===== src/rtl/fifo_wr_arbiter.sv =====
`default_nettype none
// +--------------------------------------------------------------------------+
// | Module     : fifo_wr_arbiter                                             |
// | Description: Round-robin, burst-bounded arbiter sharing the FIFO write   |
// |              port among NUM_REQ valid/ready producers; honours wfull.    |
// | Revision   : 1.0 - initial release                                       |
// +--------------------------------------------------------------------------+
module fifo_wr_arbiter #(
    parameter int NUM_REQ   = 4,
    parameter int datawidth = 8,
    parameter int MAX_BURST = 4
) (
    input  logic                           wclk,
    input  logic                           wrst_n,
    input  logic [NUM_REQ-1:0]             req_valid,
    input  logic [NUM_REQ*datawidth-1:0]   req_data,
    output logic [NUM_REQ-1:0]             req_ready,
    input  logic                           wfull,
    output logic                           winc,
    output logic [datawidth-1:0]           wdata,
    output logic [$clog2(NUM_REQ)-1:0]     grant_id,
    output logic                           busy
);

    localparam int c_ID_W  = $clog2(NUM_REQ);
    localparam int c_CNT_W = $clog2(MAX_BURST) + 1;

    localparam logic [0:0] c_IDLE  = 1'b0;
    localparam logic [0:0] c_BURST = 1'b1;

    logic [0:0]         r_state,     w_state_nxt;
    logic [c_ID_W-1:0]  r_rr_ptr,    w_rr_ptr_nxt;
    logic [c_ID_W-1:0]  r_grant_id,  w_grant_id_nxt;
    logic [c_CNT_W-1:0] r_burst_cnt, w_burst_cnt_nxt;

    logic [c_ID_W:0]    w_sum;
    logic [c_ID_W-1:0]  w_pick;
    logic               w_any;
    logic               w_gnt_valid;
    logic               w_beat;
    logic [c_ID_W-1:0]  w_next_ptr;

    // First valid requester scanning upward from rr_ptr, wrapping at NUM_REQ
    always_comb begin
        w_any  = 1'b0;
        w_pick = '0;
        w_sum  = '0;
        for (int k = 0; k < NUM_REQ; k++) begin
            w_sum = {1'b0, r_rr_ptr} + (c_ID_W+1)'(k);
            if (w_sum >= (c_ID_W+1)'(NUM_REQ)) begin
                w_sum = w_sum - (c_ID_W+1)'(NUM_REQ);
            end
            if (!w_any && req_valid[w_sum[c_ID_W-1:0]]) begin
                w_any  = 1'b1;
                w_pick = w_sum[c_ID_W-1:0];
            end
        end
    end

    assign w_gnt_valid = req_valid[r_grant_id];
    assign w_beat      = (r_state == c_BURST) && w_gnt_valid && !wfull;
    assign w_next_ptr  = (r_grant_id == c_ID_W'(NUM_REQ-1)) ? '0
                                                             : r_grant_id + c_ID_W'(1);

    always_ff @(posedge wclk or negedge wrst_n) begin
        if (!wrst_n) begin
            r_state     <= c_IDLE;
            r_rr_ptr    <= '0;
            r_grant_id  <= '0;
            r_burst_cnt <= '0;
        end else begin
            r_state     <= w_state_nxt;
            r_rr_ptr    <= w_rr_ptr_nxt;
            r_grant_id  <= w_grant_id_nxt;
            r_burst_cnt <= w_burst_cnt_nxt;
        end
    end

    always_comb begin
        w_state_nxt     = r_state;
        w_rr_ptr_nxt    = r_rr_ptr;
        w_grant_id_nxt  = r_grant_id;
        w_burst_cnt_nxt = r_burst_cnt;
        case (r_state)
            c_IDLE: begin
                if (w_any) begin
                    w_state_nxt     = c_BURST;
                    w_grant_id_nxt  = w_pick;
                    w_burst_cnt_nxt = '0;
                end
            end
            c_BURST: begin
                // A dropped valid releases the grant; a full stall just holds
                if (!w_gnt_valid) begin
                    w_state_nxt  = c_IDLE;
                    w_rr_ptr_nxt = w_next_ptr;
                end else if (w_beat) begin
                    w_burst_cnt_nxt = r_burst_cnt + c_CNT_W'(1);
                    if (r_burst_cnt == c_CNT_W'(MAX_BURST-1)) begin
                        w_state_nxt  = c_IDLE;
                        w_rr_ptr_nxt = w_next_ptr;
                    end
                end
            end
            default: w_state_nxt = c_IDLE;
        endcase
    end

    always_comb begin
        req_ready = '0;
        winc      = 1'b0;
        wdata     = '0;
        busy      = (r_state == c_BURST);
        if (w_beat) begin
            req_ready[r_grant_id] = 1'b1;
            winc                  = 1'b1;
            wdata                 = req_data[r_grant_id*datawidth +: datawidth];
        end
    end

    assign grant_id = r_grant_id;

endmodule
`default_nettype wire


===== config.mk =====
export PLATFORM = sky130hd
export DESIGN_NAME = fifo_wr_arbiter
export DESIGN_NICKNAME = d
export VERILOG_FILES = /design/src/rtl/fifo_wr_arbiter.sv
export SDC_FILE = /design/constraint.sdc
export NUM_CORES = 1
export LEC_CHECK = 0
export ABC_AREA = 1
export CAP_MARGIN = 20
export CORE_MARGIN = 4
export CORE_UTILIZATION = 30
export DETAILED_ROUTE_END_ITERATION = 8
export PLACE_DENSITY_LB_ADDON = 0.3
export SETUP_SLACK_MARGIN = 0.15
export SLEW_MARGIN = 30
export SYNTH_ARGS = -nofsm -noshare
export SYNTH_HDL_FRONTEND = slang
export SYNTH_SLANG_ARGS = --single-unit
export TNS_END_PERCENT = 30

===== constraint.sdc =====
create_clock -name wclk -period 2.6 [get_ports wclk]
set_input_delay 0.26 -clock wclk [delete_from_list [all_inputs] [get_ports wclk]]
set_output_delay 0.26 -clock wclk [all_outputs]
set_load 0.1 [all_outputs]

==> results.toml <==
[clock_network]
clk_latency_ps = 250
clk_pin_slew_ps = 50
clock_path_buffers = 2
htreeDepth = 1
cts_tree = "done"
hold_buffers = 0
cts-root-buf = "clkbuf_4"
tritoncts.num_buffers = 3
cts_sinks = 8

[timing]
grt_setup_unrepaired = "no"
min_period_ps = 2320
period_share_pct = 89.1
hold_viol = 0
slew-limit-headroom_pct = 73.5
tightest_slew_ps = 397
fmax_mhz = 432
setup_ws_ps = 284
setup_violations = 0
slew_violations = 0
fin_worst_skew_ps = 2.01

[pwr]
p_leak_nw = 0.856
irDropWorstVdd_mv = 0.572
power.net_switching_mw = 1.39
combPwrFrac_pct = 81.0
swShare_pct = 62.2
p_total_mw = 2.23
clockPowerShare_pct = 4.4
power_frac_seq_pct = 14.7
power.internal_mw = 0.842
powerDensity_nw_per_um2 = 1160

[cells_and_area]
nets = 284
regArea_um2 = 209
drive_above_1_share_pct = 23.1
fillerInstances = 337
syn_to_final_growth_pct = 75.6
diodes = 0
multiInputGateArea_um2 = 842

[drt]
wl_met1_um = 1530
vias = 1289
firstDrtPassIters = 4
drt-initial-drc-count = 40
wl_met3_um = 225
wire_per_inst_um = 11.5
drc = 0
drt-total-wl_um = 3260
via_per_inst = 4.54
met2_length_um = 1490
top_layer = "met4"
ant_nets = 0

[synthesis]
ys_seq_area_share_pct = 18.3
netlist_instances = 184
ys_ff_latch = 8
yosys.cell_types.count = 24
synth_edf_count = 0
ys_warn_count = 0
syn_area_um2 = 1090
avgSynthCellArea_um2 = 5.93
synth_ff_type = "dfrtp_1"
async_reset_ff_share_pct = 100
syn_nets = 229

[global_route]
grt_max_degree = 24
gr-total-overflow = 0
gr-usage-all-layers_pct = 14.1
antenna_found_initial = 0
grt_pass1_vias = 1142
grt_pass1_wl_um = 5060

[placed_design]
place.gp.congestion = 0.828
post-dp-hpwl_um = 2620
io_buffers = 54
dp_slack_ps = 398

[floorplanning]
design.core.area_um2 = 3420
fp-row-count = 21
io_pins = 55
dieHeight_um = 68.3
start_util_pct = 31.9
die_x_um = 68.3
dieArea_um2 = 4670

[critical_path]
path_class = "reg -> out"
critPathLaunchType = "register"
endpoint_kind = "output pin"
critPathArrivalTime_ps = 2060
critical_path_required_ps = 2340
path_max_fanout = 23

[job]
cap_violations = 0

[hold_path]
hold_path.class = "in -> async"

[outcome]
status = "finished, final reports clean"
[through the flow]
step	cells	area [µm²]	setup TNS (ps)	hold slack, ps	util, %
after CTS	282	1900	0	274	55.6
after global placement	278	1870	0	494	54.7
after floorplan	184	1210	-4880	-35.6	-
after global routing	284	1920	0	301	56.1
final	284	1920	0	275	56.1
after detailed placement	278	1870	0	503	54.7
[logic make-up after synthesis]
group,count (synthesis),share of synthesized area (%)
buffers and inverters,29,13.4
AO/OA/AOI/OAI,29,16.1
adder cells (fa/ha/maj),6,6.88
AND/OR/NAND/NOR,112,45.3
flip-flops,8,18.3
[power groups by stage]
stage | logic, mW | registers [mW] | clock network (mW)
floorplan | 1.31 | 0.388 | 0
detailed placement | 1.79 | 0.326 | 0
CTS | 1.80 | 0.324 | 0.104
finish | 1.81 | 0.327 | 0.0972
global placement | 1.79 | 0.325 | 0
global route | 1.96 | 0.345 | 0.107
[worst max-delay path: stages, from the launching register on]
cell	delay [ps]
dfrtp_4	600
inv_4	150
nand2_1	80
nand3_2	90
nand2_2	70
nor3_4	290
inv_6	160
a21oi_4	170
buf_12	190
[synthesized netlist by cell type, drive strengths merged (2+ instances only)]
| library cell | count | area share [%] |
|---|---|---|
| a21oi | 8 | 5.7 |
| buf | 6 | 5.0 |
| dfrtp | 8 | 18 |
| ha | 6 | 6.9 |
| inv | 22 | 8.0 |
| nand2 | 53 | 20 |
| nand3 | 13 | 7.3 |
| nor2 | 42 | 15 |
| o21ai | 19 | 9.1 |
| or2 | 2 | 1.1 |
[final timing paths]
check,from,to,slack [ps],depth (start not counted)
worst max-delay path,grant_id[0]$_DFFE_PN0P_,wdata[2],280,8
worst min-delay path,wrst_n,grant_id[1]$_DFFE_PN0P_,280,1
worst max register to register,grant_id[0]$_DFFE_PN0P_,r_burst_cnt[0]$_DFFE_PN0P_,790,8
worst min register to register,r_burst_cnt[1]$_DFFE_PN0P_,r_burst_cnt[1]$_DFFE_PN0P_,500,2
max in group asynchronous,wrst_n,grant_id[0]$_DFFE_PN0P_,2050,1
min in group wclk,r_burst_cnt[1]$_DFFE_PN0P_,r_burst_cnt[1]$_DFFE_PN0P_,500,2
[state kept, by name (all words and copies together), names as in the netlist]
register and count:
busy 1, grant_id 2, r_burst_cnt 3, r_rr_ptr 2
[layout by cell type (no fill, tap or decap)]
master / count
nand2_1: 47
clkdlybuf4s50_1: 38
nor2_1: 37
o21ai_0: 18
inv_1: 16
buf_12: 13
nand3_1: 10
a21oi_4: 8
ha_1: 6
buf_4: 6
nand2_2: 5
dfrtp_1: 5
nor2_4: 4
nand3_2: 3
inv_2: 3
clkbuf_4: 3
inv_6: 2
or2_0: 2
dfrtp_4: 2
inv_4: 1
nor3_4: 1
o211ai_1: 1
nor2_2: 1
o21ai_2: 1
nand2_4: 1
a31oi_1: 1
nand4_1: 1
dfrtp_2: 1
clkbuf_1: 1
[layout make-up]
cell class                 count  share of cell area (%)
tap                           46                    3.00
sequential                     8                    10.9
multi-input combinational    147                    44.0
timing repair buffer          57                    35.8
clock buffer                   4                    1.37
inverter                      22                    4.96
[what timing repair did]
action	CTS	global route
buffers inserted	0	2
endpoints found under the setup margin	9	12
gates resized for setup	1	1
pin swaps	1	1
endpoints found under the hold margin	0	0
[per-layer routing]
metal | GRT usage (%) | up-vias
li1 | - | 683
met1 | 18.9 | 569
met2 | 22.9 | 35
met3 | 1.81 | 2
met4 | 5.21 | 0
met5 | 0 | -
No activity file was read; power rests on OpenSTA's default activity.
